File: config.mk
export PLATFORM = sky130hd
export DESIGN_NAME = uart_rx_flat
export DESIGN_NICKNAME = d
export VERILOG_FILES = /design/src/rtl/uart_rx_if.sv /design/src/rtl/uart_rx.sv /design/src/flat_wrapper.sv
export SDC_FILE = /design/constraint.sdc
export NUM_CORES = 1
export LEC_CHECK = 0
export CAP_MARGIN = 5
export CORE_MARGIN = 3
export CORE_UTILIZATION = 45
export DETAILED_ROUTE_END_ITERATION = 7
export GPL_TIMING_DRIVEN = 1
export HOLD_SLACK_MARGIN = 0.15
export SLEW_MARGIN = 20
export SYNTH_ARGS = -nofsm -noshare
export SYNTH_HDL_FRONTEND = slang
export SYNTH_SLANG_ARGS = --single-unit
File: constraint.sdc
create_clock -name sysclk -period 2.28 [get_ports sysclk]
set_clock_uncertainty 0.2 [all_clocks]
set_input_delay 0.342 -clock sysclk [delete_from_list [all_inputs] [get_ports sysclk]]
set_output_delay 0.342 -clock sysclk [all_outputs]
set_load 0.02 [all_outputs]
File: src/rtl/uart_rx_if.sv
`timescale 1ns/1ps
`default_nettype none
// ============================================================================
// Module   : uart_rx_if
// Brief    : Received-byte bundle from the UART receiver to its consumer.
// Revision : 1.0
// ============================================================================
interface uart_rx_if #(
  parameter int DATA_BITS = 8
);
  logic [DATA_BITS-1:0] o_data;
  logic                 o_valid;
  logic                 o_frame_err;
  logic                 o_busy;

  modport master (output o_data, output o_valid, output o_frame_err, output o_busy);
  modport slave  (input  o_data, input  o_valid, input  o_frame_err, input  o_busy);
endinterface
`default_nettype wire

File: src/rtl/uart_rx.sv
`timescale 1ns/1ps
`default_nettype none
// ============================================================================
// Module   : uart_rx
// Brief    : 8N1 UART receiver, mid-bit sampling, one-cycle valid/frame-error strobes.
// Revision : 1.0
// ============================================================================
module uart_rx #(
  parameter int CLK_FREQ_HZ = 125_000_000,
  parameter int BAUD_RATE   = 115200,
  parameter int DATA_BITS   = 8
) (
  input wire        sysclk,
  input wire        rst,
  input wire        i_en,
  input wire        i_rx,
  uart_rx_if.master rx_if
);

  localparam int CLKS_PER_BIT = CLK_FREQ_HZ / BAUD_RATE;
  localparam int HALF_BIT     = CLKS_PER_BIT / 2;
  localparam int CNT_W        = $clog2(CLKS_PER_BIT);
  localparam int BIT_W        = $clog2(DATA_BITS + 1);

  localparam logic [CNT_W-1:0] c_HALF_LAST = CNT_W'(HALF_BIT - 1);
  localparam logic [CNT_W-1:0] c_BIT_LAST  = CNT_W'(CLKS_PER_BIT - 1);
  localparam logic [CNT_W-1:0] c_CNT_ONE   = CNT_W'(1);
  localparam logic [BIT_W-1:0] c_LAST_DATA = BIT_W'(DATA_BITS - 1);
  localparam logic [BIT_W-1:0] c_BIT_ONE   = BIT_W'(1);

  typedef enum logic [2:0] {
    S_IDLE      = 3'd0,
    S_START     = 3'd1,
    S_DATA      = 3'd2,
    S_STOP      = 3'd3,
    S_WAIT_HIGH = 3'd4
  } state_t;

  state_t               r_state;
  logic                 r_rx_meta;
  logic                 r_rx_s;
  logic [CNT_W-1:0]     r_clk_cnt;
  logic [BIT_W-1:0]     r_bit_cnt;
  logic [DATA_BITS-1:0] r_shift;
  logic [DATA_BITS-1:0] r_data;
  logic                 r_valid;
  logic                 r_frame_err;

  state_t               w_state_nxt;
  logic [CNT_W-1:0]     w_clk_cnt_nxt;
  logic [BIT_W-1:0]     w_bit_cnt_nxt;
  logic [DATA_BITS-1:0] w_shift_nxt;
  logic [DATA_BITS-1:0] w_data_nxt;
  logic                 w_valid_nxt;
  logic                 w_frame_err_nxt;
  logic                 w_bit_done;

  assign w_bit_done = (r_clk_cnt == c_BIT_LAST);

  always_comb begin
    w_state_nxt     = r_state;
    w_clk_cnt_nxt   = r_clk_cnt + c_CNT_ONE;
    w_bit_cnt_nxt   = r_bit_cnt;
    w_shift_nxt     = r_shift;
    w_data_nxt      = r_data;
    w_valid_nxt     = 1'b0;
    w_frame_err_nxt = 1'b0;

    if (!i_en) begin
      // Disabling abandons any partial frame without a strobe.
      w_state_nxt   = S_IDLE;
      w_clk_cnt_nxt = '0;
      w_bit_cnt_nxt = '0;
    end else begin
      case (r_state)
        S_IDLE: begin
          w_clk_cnt_nxt = '0;
          w_bit_cnt_nxt = '0;
          if (!r_rx_s) w_state_nxt = S_START;
        end
        S_START: begin
          if (r_clk_cnt == c_HALF_LAST) begin
            w_clk_cnt_nxt = '0;
            w_state_nxt   = r_rx_s ? S_IDLE : S_DATA;
          end
        end
        S_DATA: begin
          if (w_bit_done) begin
            w_clk_cnt_nxt = '0;
            w_shift_nxt   = {r_rx_s, r_shift[DATA_BITS-1:1]};
            w_bit_cnt_nxt = r_bit_cnt + c_BIT_ONE;
            if (r_bit_cnt == c_LAST_DATA) w_state_nxt = S_STOP;
          end
        end
        S_STOP: begin
          // Leaving at mid-stop-bit lets an immediately following start bit be caught.
          if (w_bit_done) begin
            w_clk_cnt_nxt = '0;
            w_bit_cnt_nxt = '0;
            if (r_rx_s) begin
              w_data_nxt  = r_shift;
              w_valid_nxt = 1'b1;
              w_state_nxt = S_IDLE;
            end else begin
              w_frame_err_nxt = 1'b1;
              w_state_nxt     = S_WAIT_HIGH;
            end
          end
        end
        S_WAIT_HIGH: begin
          w_clk_cnt_nxt = '0;
          if (r_rx_s) w_state_nxt = S_IDLE;
        end
        default: begin
          w_state_nxt   = S_IDLE;
          w_clk_cnt_nxt = '0;
          w_bit_cnt_nxt = '0;
        end
      endcase
    end
  end

  always_ff @(posedge sysclk or posedge rst) begin
    if (rst) begin
      r_rx_meta   <= 1'b1;
      r_rx_s      <= 1'b1;
      r_state     <= S_IDLE;
      r_clk_cnt   <= '0;
      r_bit_cnt   <= '0;
      r_shift     <= '0;
      r_data      <= '0;
      r_valid     <= 1'b0;
      r_frame_err <= 1'b0;
    end else begin
      r_rx_meta   <= i_rx;
      r_rx_s      <= r_rx_meta;
      r_state     <= w_state_nxt;
      r_clk_cnt   <= w_clk_cnt_nxt;
      r_bit_cnt   <= w_bit_cnt_nxt;
      r_shift     <= w_shift_nxt;
      r_data      <= w_data_nxt;
      r_valid     <= w_valid_nxt;
      r_frame_err <= w_frame_err_nxt;
    end
  end

  assign rx_if.o_data      = r_data;
  assign rx_if.o_valid     = r_valid;
  assign rx_if.o_frame_err = r_frame_err;
  assign rx_if.o_busy      = (r_state != S_IDLE);

endmodule
`default_nettype wire

File: src/flat_wrapper.sv
// flat-port wrapper written by rule: the top's interface ports become plain ports
module uart_rx_flat 
#(
  parameter int CLK_FREQ_HZ = 125_000_000,
  parameter int BAUD_RATE   = 115200,
  parameter int DATA_BITS   = 8
)
  (sysclk, rst, i_en, i_rx, rx_if_o_data, rx_if_o_valid, rx_if_o_frame_err, rx_if_o_busy);
  uart_rx_if #(.DATA_BITS(DATA_BITS)) rx_if_i ();
  input wire sysclk;
  input wire rst;
  input wire i_en;
  input wire i_rx;
  output wire logic [$bits(rx_if_i.o_data)-1:0] rx_if_o_data;
  output wire logic [$bits(rx_if_i.o_valid)-1:0] rx_if_o_valid;
  output wire logic [$bits(rx_if_i.o_frame_err)-1:0] rx_if_o_frame_err;
  output wire logic [$bits(rx_if_i.o_busy)-1:0] rx_if_o_busy;
  assign rx_if_o_data = rx_if_i.o_data;
  assign rx_if_o_valid = rx_if_i.o_valid;
  assign rx_if_o_frame_err = rx_if_i.o_frame_err;
  assign rx_if_o_busy = rx_if_i.o_busy;
  uart_rx #(.CLK_FREQ_HZ(CLK_FREQ_HZ), .BAUD_RATE(BAUD_RATE), .DATA_BITS(DATA_BITS)) u_core (.sysclk(sysclk), .rst(rst), .i_en(i_en), .i_rx(i_rx), .rx_if(rx_if_i));
endmodule
==> impl_metrics.py <==
metrics = {
    "synthesis": {
        "yosysWarningCount": 0,
        "synth_xor_area_share_pct": 4.91,
        "syn_area_um2": 1790,
        "synthAdderAreaFrac_pct": 2.80,
        "synth_top_area_share_pct": 50.5,
        "synth_seq_area_share_pct": 53.4,
        "yosys_register_bits": 38,
        "syn_nets": 156,
        "synth_simple_gate_area_share_pct": 16.6,
        "synth.mux.area_fraction_pct": 13.5,
        "synthTopCellsByArea": "dfrtp_1 50%, mux2_4 6.7%, mux2_2 5.7%",
        "async_flop_share_pct": 100,
        "synth_ff_type": "dfrtp_1",
        "syn_inst": 148,
        "synth_compound_area_share_pct": 4.20,
        "syn_area_per_cell_um2": 12.1,
        "synth_edf_count": 0,
        "synth_top_family_by_area": "simple AND/OR/NAND/NOR gates",
        "synth_cell_types": 38,
        "synth_top_cell_by_area": "dfrtp_1",
    },
    "global_routing": {
        "use_met1_pct": 19.4,
        "grt_pass1_wl_mm": 5.06,
        "use_met3_pct": 4.38,
        "met2_usage_pct": 22.0,
        "grt_pass1_vias": 1132,
        "grt_max_degree": 39,
        "grt.overflow.total": 0,
        "antenna_found_initial": 0,
        "grt.busiest_layer": "met2",
        "globalRouteTotalUtil_pct": 14.8,
    },
    "finish": {
        "fillers": 347,
        "num-nets-final": 174,
        "layout_common_cells": "36 x dfrtp_1, 14 x nor2_1, 13 x clkdlybuf4s50_1, 9 x mux2_2, 9 x inv_1",
        "antenna_cells": 0,
        "drive_gt1_share_pct": 21.6,
        "area_growth_pct": 16.4,
        "final_common_cell": "dfrtp_1",
    },
    "status": {
        "status": "completed",
    },
    "timing": {
        "relSlewSlack_pct": 58.9,
        "hold_viol_final": 0,
        "tightest_slew_ns": 0.610,
        "setup_viol": 0,
        "final_max_slew_viol_count": 0,
        "layout_setup_ws_ns": 0.243,
        "fin_crit_sh_pct": 89.4,
        "holdWs_ns": 0.157,
        "fmax_ghz": 0.491,
        "final.min_clock_period_ns": 2.04,
        "rsz0062_at_grt": "no",
        "tns_ns": 0,
    },
    "setup_path": {
        "worstSetupPathType": "reg2reg",
        "slowest_delay_ns": 0.52,
        "arrival_ns": 2.04,
        "cp.required_ns": 2.29,
        "worstSetupEndpointType": "flip-flop",
        "crit_slowest_cell": "o21ai_0",
        "path_cells": "inv_1, ha_1, and3b_1, a311oi_1, o21ai_0, mux2i_1",
        "cp_max_fo": 5,
        "start_kind": "flip-flop",
    },
    "clocking": {
        "ctsHtreeMaxLevel": 2,
        "cts-root-buf": "clkbuf_8",
        "clkTransAtPathRegs_ns": 0.07,
        "cts_tree": "built",
        "cts-hold-fix-buffers": 0,
        "numCtsBuffers": 5,
        "cts_buffer_depth": 2,
        "clkLatencyLatePin_ns": 0.28,
        "postCtsSetupRepairBufs": 0,
        "post_cts_resized": 0,
        "clock-sinks": 38,
    },
    "route": {
        "routed_wl_mm": 2.91,
        "via_count": 1116,
        "ant_nets": 0,
        "via_per_inst": 5.19,
        "drt_iter0_markers": 37,
        "dr.pass1.iters": 6,
        "drcViolationCount": 0,
        "wl_per_cell_um": 13.5,
    },
    "floorplanning": {
        "coreArea_um2": 3740,
        "start_util_pct": 47.7,
        "dieArea_um2": 4760,
        "die_x_um": 69.0,
        "io_pins": 15,
        "rows": 22,
        "die_h_um": 69.0,
    },
    "min_path": {
        "min_path_type": "reg2reg",
    },
    "placed_design": {
        "place.gp.congestion": 0.921,
        "hpwl_mm": 2.08,
        "io_buffers": 14,
        "place_ws_ns": 0.0875,
    },
    "power_and_ir_drop": {
        "ir_worst_vdd_mv": 0.323,
        "power_density_nw_per_um2": 594,
        "total_leakage_power_nw": 0.943,
    },
    "job": {
        "drv_cap": 0,
    },
}
## synthesized netlist by cell type, drive strengths merged (4+ instances only)
cell type and number:
buf 6, dfrtp 36, ha 4, inv 9
mux2 17, nand2 5, nand3 7, nand4 6
nor2 14, xor2 8
## path summary, 6_finish.rpt
| check | startpoint | endpoint | slack (ns) | cells after the start |
|---|---|---|---|---|
| max | u_core.r_clk_cnt[0] | u_core.r_bit_cnt[1] | 0.24 | 6 |
| min | u_core.r_rx_meta | u_core.r_rx_s | 0.16 | 0 |
| max reg2reg | u_core.r_clk_cnt[0] | u_core.r_bit_cnt[1] | 0.24 | 6 |
| min reg2reg | u_core.r_rx_meta | u_core.r_rx_s | 0.16 | 0 |
| max in group asynchronous | rst | u_core.r_rx_meta | 1.26 | 3 |
| min in group asynchronous | rst | u_core.rx_if.o_data[3] | 0.27 | 3 |
## power by group
group | leakage [nW] | internal, mW | total [mW] | switching [mW]
sequential | 0.523 | 0.683 | 0.695 | 0.0127
combinational | 0.373 | 0.0280 | 0.0689 | 0.0409
clock | 0.0472 | 0.243 | 0.470 | 0.227
total | 0.943 | 0.953 | 1.23 | 0.281
## registers in the layout, summed over array words and instances, names as in the netlist
| name | cells |
|---|---|
| u_core.r_clk_cnt | 11 |
| u_core.r_shift | 8 |
| u_core.rx_if.o_data | 8 |
| u_core.r_bit_cnt | 4 |
| u_core.r_state | 3 |
| u_core.r_rx_meta | 1 |
| u_core.r_rx_s | 1 |
| u_core.rx_if.o_frame_err | 1 |
| u_core.rx_if.o_valid | 1 |
## per-layer routing
layer,routed length [um],part of all wire [%]
met5,0,0
met1,1360,47
met3,113,3.9
met2,1370,47
met4,57,2.0
## metrics by stage
stage                     area (um^2)  std cells  util, %  power [mW]
after CTS                        2080        215     55.4        1.26
after floorplan                  1790        148        -       0.753
after global placement           1980        207     52.9       0.777
final                            2080        215     55.5        1.23
after global routing             2080        215     55.5        1.29
after detailed placement         1980        207     52.9       0.780
## critical path: cells and delay by family (launching register included)
family / cells / cell delay, ns
simple gates: 1 / 0.23
flops: 1 / 0.42
compound gates: 2 / 0.63
mux: 1 / 0.26
buf+inv: 1 / 0.08
fa+ha+maj: 1 / 0.14
## kinds of logic after synthesis
logic type	Yosys count
XOR/XNOR	10
adder cells (fa/ha/maj)	4
AO/OA/AOI/OAI	11
buffers and inverters	16
AND/OR/NAND/NOR	50
flip-flops	38
multiplexers	19
## cell type report
cell class	count	area [um^2]	share of cell area [%]
sequential	38	953	45.9
multi-input combinational	94	751	36.1
timing repair buffer	18	185	8.91
clock buffer	6	82.6	3.97
tap	48	60.1	2.89
inverter	9	33.8	1.63
clock inverter	2	12.5	0.602
Power figures use the tool's default switching activity.
==> RTL edit (same settings) <==
Encoding of `state_t`: now one-hot (5 bits for 5 states).
--- a/src/rtl/uart_rx.sv
+++ b/src/rtl/uart_rx.sv
@@ -29,10 +29,10 @@
   localparam logic [BIT_W-1:0] c_BIT_ONE   = BIT_W'(1);
 
-  typedef enum logic [2:0] {
-    S_IDLE      = 3'd0,
-    S_START     = 3'd1,
-    S_DATA      = 3'd2,
-    S_STOP      = 3'd3,
-    S_WAIT_HIGH = 3'd4
+  typedef enum logic [4:0] {
+    S_IDLE      = 5'b00001,
+    S_START     = 5'b00010,
+    S_DATA      = 5'b00100,
+    S_STOP      = 5'b01000,
+    S_WAIT_HIGH = 5'b10000
   } state_t;
 
Formal check against the unedited RTL: same outputs for any inputs over 10 cycles, from zero or initial values and one cycle with rst high; not proved beyond that.
==> RTL edit against the unedited design <==
- design area increased by 6.4%
- sequential cell count rose by 2
- first-iteration DRC count is 95% higher
- power increased by 6.9%
- area after synthesis up 6.9%
- worst setup slack worse by 89 ps
- utilization is 1.0 points lower
- via count rose by 20%
- wire length rose by 27%
- count of clock-buffer cells in the layout is 1 lower
- hold slack gained 4.0 ps
- largest power group unchanged
- highest routed layer unchanged
==> RTL edit: results (changes against the unedited design) <==
Status
  • Status: finished, final reports clean (unchanged)

Logic synthesis
  • Distinct cells, synth: 45 (was 38)
  • Synth area leaders: dfrtp_1 49%, mux2_2 9.4%, xor2_1 4.6%, dfstp_2 4.1%, nand3_1 3.4% (was dfrtp_1 50%, mux2_4 6.7%, mux2_2 5.7%, xor2_1 3.9%, dfstp_2 2.9%)
  • Mapped Nets: 177 (was 156)
  • Top cells by count, synth: 37 x dfrtp_1, 17 x nor2_1, 16 x mux2_2 (was 36 x dfrtp_1, 14 x nor2_1, 9 x inv_1, 9 x mux2_2)
  • Post-synth ARST share: 1.00 (unchanged)
  • Register area share after synthesis: 0.527 (was 0.534)
  • Yosys warning count: 0 (unchanged)

Drt
  • Iteration-0 DRC count of the detailed router: 72 (was 37)
  • Vias post-DR: 1336 (was 1116)
  • Post-Route WL: 3680 µm (was 2910 µm)
  • Pre-antenna DRT Iters: 4 (was 6)

Worst setup path
  • Max FO, Critical Path: 5 (unchanged)
  • RR Startpoint: u_core.r_state[4] (was u_core.r_clk_cnt[0])
  • Worst path max stage delay: 460 ps (was 520 ps)
  • R2r endpoint: u_core.rx_if.o_data[7] (was u_core.r_bit_cnt[1])
  • Critical Path Slowest Stage Cell: dfrtp_1 (was o21ai_0)
  • R2r worst-path depth: 4 (was 6)
  • Reg2reg setup slack: 170 ps (was 240 ps)
  • Crit path DAT: 1580 ps (was 2040 ps)

Global routing
  • All-Layer GR Usage: 0.160 (was 0.148)
  • Vias in the first global route: 1425 (was 1132)
  • Largest net degree at the start of global routing: 41 (was 39)
  • Initial antenna violation count: 0 (unchanged)
  • First-pass GRT wire length: 6490 µm (was 5060 µm)

Hold path
  • WHS Endpoint: u_core.r_rx_s (unchanged)
  • Hold Path Class: register to register (unchanged)
  • Worst hold stages: 0 (unchanged)
  • Hold_sp: u_core.r_rx_meta (unchanged)

Final layout
  • Fillers: 344 (was 347)
  • Most flop-heavy register: u_core.r_clk_cnt (unchanged)
  • Fraction of layout cells with a size suffix above 1: 0.230 (was 0.216)
  • Nets: 198 (was 174)
  • Max reg flops: 11 (unchanged)
  • Diode count: 0 (unchanged)

Placed design
  • Gpl congestion: 0.785 (was 0.921)
  • Buffers on Ports: 14 (unchanged)
  • Final HPWL DP: 2660 µm (was 2080 µm)

Power and ir drop
  • Maximum vdd drop: 321 µV (was 323 µV)
  • Leakage: 0.00100 µW (was 0.000943 µW)

Clock network
  • Htree depth: 2 (unchanged)
  • Clock latency on the worst-skew pair: 290 ps
  • CTS root buf: clkbuf_8 (unchanged)
  • Clk slew on worst S/H paths: 80 ps
  • Worst-case clock buffer depth: 2 (unchanged)
  • Setup bufs post-CTS: 0 (unchanged)
  • CTS Buf Count: 5 (unchanged)

Timing
  • Slew HR: 0.672 (was 0.589)
[RTL edit: report_power, final]
group	leakage, µW	switching, µW	internal (µW)	total [µW]
logic	0.000405	70.3	45.4	116
registers	0.000548	17.6	723	741
clock network	0.0000479	249	213	463
[RTL edit: layout make-up]
type / instances / area share
Inverter: 5 / 0.00848
Timing Repair Buffer: 20 / 0.0831
Sequential cell: 40 / 0.454
Tap cell: 50 / 0.0283
Clock buffer: 5 / 0.0311
Multi-Input combinational cell: 118 / 0.386
Clock inverter: 3 / 0.00848
[RTL edit: what timing repair did]
item,4_1_cts,5_1_grt
pin swaps,0,0
gates cloned,0,0
setup endpoints to repair,1,9
resized for setup,1,2
[RTL edit: worst max path at each step]
stage,startpoint,endpoint,slack (ps)
floorplan,u_core.r_clk_cnt[7],u_core.rx_if.o_data[0],350
global placement,i_en,u_core.rx_if.o_data[6],110
detailed placement,u_core.r_clk_cnt[0],u_core.rx_if.o_data[7],70
CTS,u_core.r_clk_cnt[0],u_core.rx_if.o_data[7],70
global route,u_core.r_state[1],rx_if_o_busy,40
finish,u_core.r_state[1],rx_if_o_busy,150
[RTL edit: layer usage]
metal	up-vias	GRT usage	wire length (µm)
met5	-	0	0
met4	0	0.0585	58
met3	9	0.0369	128
met2	31	0.274	1920
met1	660	0.198	1580
li1	636	-	-
[RTL edit: logic make-up after synthesis]
| kind of cell | share of synthesized area |
|---|---|
| buf+inv | 0.0275 |
| simple gates | 0.214 |
| fa+ha+maj | 0.0262 |
| mux | 0.0944 |
| xor+xnor | 0.0551 |
| flops | 0.527 |
| compound gates | 0.0557 |
[RTL edit: through the flow]
stage               hold WS, ps  cells  power, µW  setup slack, ps  instance area (µm²)
detailed placement          149    233        873             72.9                 2120
finish                      161    241       1320              153                 2210
CTS                         160    241       1330             74.0                 2210
floorplan                   145    169        825              354                 1910
global placement            146    233        868              107                 2120
global route                163    241       1380             40.7                 2210
[RTL edit: worst max-delay path, delay by kind of cell (launching register included)]
family                 cells  cell delay, ps
DFF                        1             460
and+or+nand+nor            3             470
buffers and inverters      2             360
